==> src/rtl/shift_pkg.sv <==
// Shared definitions for the barrel-shifter front-end: op encodings, FSM states and
// the amount normalisation used on the shifter inputs.
package shift_pkg;

    typedef logic [1:0] shift_op_t;
    typedef logic [1:0] state_t;

    localparam shift_op_t SHIFT_SRL = 2'b00;
    localparam shift_op_t SHIFT_SRA = 2'b01;
    localparam shift_op_t SHIFT_ROR = 2'b10;
    localparam shift_op_t SHIFT_SLL = 2'b11;

    localparam state_t ST_IDLE = 2'b00;
    localparam state_t ST_BUSY = 2'b01;
    localparam state_t ST_DONE = 2'b10;

    localparam logic [7:0] MAX_LOGICAL_AMNT = 8'd8;
    localparam int unsigned CNT_W = 4;

    // Rotates wrap modulo 8; logical/arithmetic shifts saturate at 8 so the shifter
    // never sees more than a full-width shift.
    function automatic logic [7:0] norm_amnt(input shift_op_t op, input logic [7:0] amnt);
        logic [7:0] res;
        if (op == SHIFT_ROR) begin
            res = {5'b0, amnt[2:0]};
        end else if (amnt >= MAX_LOGICAL_AMNT) begin
            res = MAX_LOGICAL_AMNT;
        end else begin
            res = amnt;
        end
        return res;
    endfunction

endpackage

==> src/rtl/rr_arbiter2.sv <==
// Two-way round-robin arbiter; the last-grant pointer advances only when the owner
// of a completed transaction is reported through the update strobe.
module rr_arbiter2 (
    input  logic clk,
    input  logic reset,
    input  logic req0,
    input  logic req1,
    input  logic update,
    input  logic update_id,
    output logic gnt_valid,
    output logic gnt_id
);

    logic last_gnt_q;

    always_ff @(posedge clk) begin
        if (reset) begin
            last_gnt_q <= 1'b1;
        end else if (update) begin
            last_gnt_q <= update_id;
        end
    end

    always_comb begin
        gnt_valid = req0 | req1;
        if (req0 && req1) begin
            gnt_id = ~last_gnt_q;
        end else begin
            gnt_id = req1;
        end
    end

endmodule

==> src/rtl/shifter_arbiter.sv <==
// Arbitrating front-end for the shared barrel shifter: latches the winner's operands,
// holds them for the settle window, then returns the captured result with an ack pulse.
module shifter_arbiter
    import shift_pkg::*;
#(
    parameter int unsigned SETTLE_CYCLES = 1
) (
    input  logic      clk,
    input  logic      reset,
    input  logic      req0,
    input  logic      req1,
    input  shift_op_t op0,
    input  shift_op_t op1,
    input  logic [7:0] data0,
    input  logic [7:0] data1,
    input  logic [7:0] amnt0,
    input  logic [7:0] amnt1,
    output logic      ack0,
    output logic      ack1,
    output logic [7:0] result,
    output logic      busy,
    output logic [7:0] sh_input,
    output logic [7:0] sh_amnt,
    output shift_op_t sh_op,
    input  logic [7:0] sh_result
);

    localparam logic [CNT_W-1:0] SETTLE_LOAD = CNT_W'(SETTLE_CYCLES - 1);

    state_t           state_q, state_d;
    logic [CNT_W-1:0] cnt_q, cnt_d;
    logic             owner_q, owner_d;
    logic [7:0]       sh_input_q, sh_input_d;
    logic [7:0]       sh_amnt_q, sh_amnt_d;
    shift_op_t        sh_op_q, sh_op_d;
    logic [7:0]       result_q, result_d;
    logic             busy_q, busy_d;
    logic             ack0_q, ack0_d;
    logic             ack1_q, ack1_d;

    logic gnt_valid;
    logic gnt_id;
    logic arb_update;

    rr_arbiter2 u_arb (
        .clk       (clk),
        .reset     (reset),
        .req0      (req0),
        .req1      (req1),
        .update    (arb_update),
        .update_id (owner_q),
        .gnt_valid (gnt_valid),
        .gnt_id    (gnt_id)
    );

    always_comb begin
        state_d    = state_q;
        cnt_d      = cnt_q;
        owner_d    = owner_q;
        sh_input_d = sh_input_q;
        sh_amnt_d  = sh_amnt_q;
        sh_op_d    = sh_op_q;
        result_d   = result_q;
        busy_d     = busy_q;
        ack0_d     = 1'b0;
        ack1_d     = 1'b0;
        arb_update = 1'b0;
        case (state_q)
            ST_IDLE: begin
                if (gnt_valid) begin
                    state_d    = ST_BUSY;
                    busy_d     = 1'b1;
                    owner_d    = gnt_id;
                    cnt_d      = SETTLE_LOAD;
                    sh_input_d = gnt_id ? data1 : data0;
                    sh_op_d    = gnt_id ? op1 : op0;
                    sh_amnt_d  = gnt_id ? norm_amnt(op1, amnt1) : norm_amnt(op0, amnt0);
                end
            end
            ST_BUSY: begin
                if (cnt_q == '0) begin
                    state_d  = ST_DONE;
                    result_d = sh_result;
                    ack0_d   = ~owner_q;
                    ack1_d   = owner_q;
                end else begin
                    cnt_d = cnt_q - 1'b1;
                end
            end
            ST_DONE: begin
                state_d    = ST_IDLE;
                busy_d     = 1'b0;
                arb_update = 1'b1;
            end
            default: begin
                state_d = ST_IDLE;
                busy_d  = 1'b0;
            end
        endcase
    end

    always_ff @(posedge clk) begin
        if (reset) begin
            state_q    <= ST_IDLE;
            cnt_q      <= '0;
            owner_q    <= 1'b0;
            sh_input_q <= '0;
            sh_amnt_q  <= '0;
            sh_op_q    <= SHIFT_SRL;
            result_q   <= '0;
            busy_q     <= 1'b0;
            ack0_q     <= 1'b0;
            ack1_q     <= 1'b0;
        end else begin
            state_q    <= state_d;
            cnt_q      <= cnt_d;
            owner_q    <= owner_d;
            sh_input_q <= sh_input_d;
            sh_amnt_q  <= sh_amnt_d;
            sh_op_q    <= sh_op_d;
            result_q   <= result_d;
            busy_q     <= busy_d;
            ack0_q     <= ack0_d;
            ack1_q     <= ack1_d;
        end
    end

    assign ack0     = ack0_q;
    assign ack1     = ack1_q;
    assign result   = result_q;
    assign busy     = busy_q;
    assign sh_input = sh_input_q;
    assign sh_amnt  = sh_amnt_q;
    assign sh_op    = sh_op_q;

endmodule
==> config.mk <==
export PLATFORM = sky130hd
export DESIGN_NAME = shifter_arbiter
export DESIGN_NICKNAME = d
export VERILOG_FILES = /design/src/rtl/shift_pkg.sv /design/src/rtl/rr_arbiter2.sv /design/src/rtl/shifter_arbiter.sv
export SDC_FILE = /design/constraint.sdc
export NUM_CORES = 1
export LEC_CHECK = 0
export CELL_PAD_IN_SITES_DETAIL_PLACEMENT = 0
export CELL_PAD_IN_SITES_GLOBAL_PLACEMENT = 2
export CORE_MARGIN = 2
export CORE_UTILIZATION = 23
export DETAILED_ROUTE_END_ITERATION = 8
export HOLD_SLACK_MARGIN = 0.15
export PLACE_DENSITY_LB_ADDON = 0.2
export SLEW_MARGIN = 20
export SYNTH_ARGS = -nofsm -noshare
export SYNTH_HDL_FRONTEND = slang
export SYNTH_HIERARCHICAL = 1
export SYNTH_SLANG_ARGS = --single-unit
==> constraint.sdc <==
create_clock -name clk -period 2.3 [get_ports clk]
set_input_delay 0.345 -clock clk [delete_from_list [all_inputs] [get_ports clk]]
set_output_delay 0.345 -clock clk [all_outputs]
set_load 0.005 [all_outputs]
==> flow_summary.toml <==
[critical_path]
critical_path_data_arrival_time_ps = 2070
cp_max_fo = 5
worst_ep_required_time_ps = 2480
critical_register_to_register_path_endpoint = "sh_amnt[3]"
reg2reg_setup_slack_ps = 580
critical_path_class = "in2reg"
setup.worst_path.end_class = "flip-flop"
critPathLaunchType = "input pin"
rr_startpoint = "u_arb/last_gnt_q"
r2r_worst_path_depth = 5

[global_routing]
grt-ovfl-total = 0
antenna_found_initial = 0
vias_in_the_first_global_route = 1425
groute.layer.met3.usage_pct = 3.62
grtUsageMet2_pct = 18.6
grt_pass1_wl_um = 6720
gr-usage-all-layers_pct = 11.4
met1_usage_pct = 14.5
grt_start_max_net_pins = 22
grt_busiest_layer = "met2"

[pwr]
internal_power_w = 0.00181
clock_power_share_pct = 22.6
ir_worst_vdd_mv = 0.390
p_total_w = 0.00263
power.density_cell_area_nw_per_um2 = 1020
net-switching-power_w = 0.000817
switching_share_pct = 31.1
share_comb_of_total_power_pct = 41.8
flop_pwr_share_pct = 35.5
p_leak_nw = 0.998

[timing]
clock_skew_ps = 5.43
final_hold_viol_count = 0
tns_ps = 0
timing_worst_slew_pin_value_ps = 485
finalMaxSlewViolations = 0
max_freq_ghz = 0.531
slew_headroom_pct = 67.6
final_period_minus_worst_setup_slack_ps = 1880
setup_violations = 0
rsz0062_at_grt = "no"
post-route-period-util_pct = 81.9

[worst_hold_path]
hold_path.startpoint = "sh_amnt[7]"
min_delay_path_depth = 1
holdCritPathClass = "reg2reg"
whs_endpoint = "sh_amnt[7]"

[clock_tree]
clkSlewWorstSetupHoldPaths_ps = 80
clockRootBuffer = "sky130_fd_sc_hd__clkbuf_8"
clock_latency_ps = 290
total_of_cells_resized_after_clock_tree_synthesis = 0
post_cts.repair.setup_buffers = 0
cts_max_level = 2
cts_inserted_buffers = 5
cts_sinks = 37
ctsHoldBuffers = 0
cts_max_path_buffers = 2
clock_tree_from_tritoncts = "yes"

[placement]
portBuffers = 76
dp.final_hpwl_um = 3160
finalWeightedCongestion = 0.703

[detailed_routing]
via_per_inst = 4.31
postRouteWirelength_um = 4120
remaining_drc_errors = 0
via_count = 1374
drtIter0Drc = 34
wire_length_per_cell_after_detailed_routing_um = 12.9
drt.antenna.violating_nets = 0
drt_first_pass_iters = 4

[logic_synthesis]
yosys_warnings = 6
number_of_nets_in_the_synthesized_netlist = 205
yosys_most_used_dff = "sky130_fd_sc_hd__dfxtp_1"
syn-mean-instance-area_um2 = 10.1
synth-edff-count = 0
synth-seq-cells = 37
synthDistinctLibCells = 37
asyncSetResetFlopFracSynth_pct = 0
synthCells = 155
post_synth_instance_area_um2 = 1560
synth_sequential_area_ratio_pct = 47.5

[finish]
final_common_cell = "sky130_fd_sc_hd__clkdlybuf4s50_1"
final_cell_mix = "76 x sky130_fd_sc_hd__clkdlybuf4s50_1, 37 x sky130_fd_sc_hd__dfxtp_1, 28 x sky130_fd_sc_hd__nor2_1, 18 x sky130_fd_sc_hd__mux2i_1, 9 x sky130_fd_sc_hd__a211oi_1"
drive_above_1_share_pct = 11.3
net_count_of_the_finished_layout = 288
diodes = 0
layout-area-overhead-vs-synth_pct = 64.5

[floorplanning]
die_area_um2 = 7450
fp.coreArea_um2 = 6680
initial_core_util_pct = 23.3
die-height_um = 86.3
row_count = 30
die_width_um = 86.3
number_of_i_o_pins = 77

[run_status]
run_status = "complete, no violations"

[flow_run]
cap_viol_max_count = 0
## registers in the layout (all words and copies together), names as in the netlist
signal / cells
u_arb/last_gnt_q: 1
owner_q: 1
ack1: 1
sh_op: 2
ack0: 1
cnt_q: 4
sh_amnt: 8
busy: 1
sh_input: 8
state_q: 2
result: 8
## synth_stat cells, types with 2 or more instances
cell type	instances	area share, %
sky130_fd_sc_hd__or3_1	2	0.80
sky130_fd_sc_hd__a211oi_1	9	4.3
sky130_fd_sc_hd__buf_2	4	1.3
sky130_fd_sc_hd__dfxtp_1	37	48
sky130_fd_sc_hd__clkbuf_1	4	0.96
sky130_fd_sc_hd__inv_1	3	0.72
sky130_fd_sc_hd__mux2i_1	18	12
sky130_fd_sc_hd__nand2_1	7	1.7
sky130_fd_sc_hd__nor2_1	28	6.7
sky130_fd_sc_hd__and2_1	5	2.0
sky130_fd_sc_hd__nor3_1	4	1.3
sky130_fd_sc_hd__nor2b_1	2	0.80
sky130_fd_sc_hd__a21oi_1	2	0.64
sky130_fd_sc_hd__o21ai_0	3	0.96
sky130_fd_sc_hd__a211oi_2	3	2.4
sky130_fd_sc_hd__or4_1	2	0.96
sky130_fd_sc_hd__ha_1	2	1.6
## cells by family after synthesis
| logic type | after synthesis | synth area share (%) |
|---|---|---|
| xor+xnor | 2 | 1.12 |
| flops | 37 | 47.5 |
| compound gates | 23 | 13.2 |
| fa+ha+maj | 2 | 1.60 |
| buf+inv | 11 | 2.97 |
| mux | 19 | 12.3 |
| simple gates | 61 | 21.3 |
## routing by layer
layer | wire (um) | part of all wire, %
met2 | 1840 | 45
met1 | 1990 | 48
met3 | 252 | 6.1
met5 | 0 | 0
met4 | 44 | 1.1
## power groups by stage
stage | registers, W | clock network (W) | logic, W
floorplan | 0.000932 | 0 | 0.000636
global placement | 0.000952 | 0 | 0.00113
detailed placement | 0.000951 | 0 | 0.00112
CTS | 0.000937 | 0.000624 | 0.00112
global route | 0.000957 | 0.000646 | 0.00123
finish | 0.000933 | 0.000594 | 0.00110
## worst max-delay path by stage
| stage | start | endpoint | slack (ps) |
|---|---|---|---|
| 2_1_floorplan | req1 | sh_amnt[3] | 650 |
| 3_3_place_gp | req0 | sh_amnt[3] | 150 |
| 3_5_place_dp | req0 | sh_amnt[3] | 130 |
| 4_1_cts | req0 | sh_amnt[3] | 440 |
| 5_1_grt | req0 | sh_amnt[2] | 330 |
| 6_report | req0 | sh_amnt[3] | 420 |
## stage by stage
step	worst slack, ps	hold slack, ps	util (%)	instance area (um2)	std cells
2_1_floorplan	645	425	-	1560	155
4_1_cts	439	466	38.4	2560	319
6_report	417	459	38.4	2560	319
3_5_place_dp	127	447	36.6	2440	311
5_1_grt	334	498	38.4	2560	319
3_3_place_gp	151	445	36.6	2440	311
## worst max-delay path: stages
cell                              delay, ps
sky130_fd_sc_hd__clkdlybuf4s50_1        480
sky130_fd_sc_hd__a21boi_1               140
sky130_fd_sc_hd__or4_4                  580
sky130_fd_sc_hd__o32ai_4                270
sky130_fd_sc_hd__a2bb2oi_1              200
sky130_fd_sc_hd__nor2_1                  50
## area by class of cell
class                           instances  area [um2]
Clock buffer                            6        82.6
Clock inverter                          2        37.5
Fill cell                             687        4120
Inverter                                3        11.3
Multi-Input combinational cell        107         772
Sequential cell                        37         741
Tap cell                               80         100
Timing Repair Buffer                   84         821
Note: power is estimated with default switching activity, not from simulation.
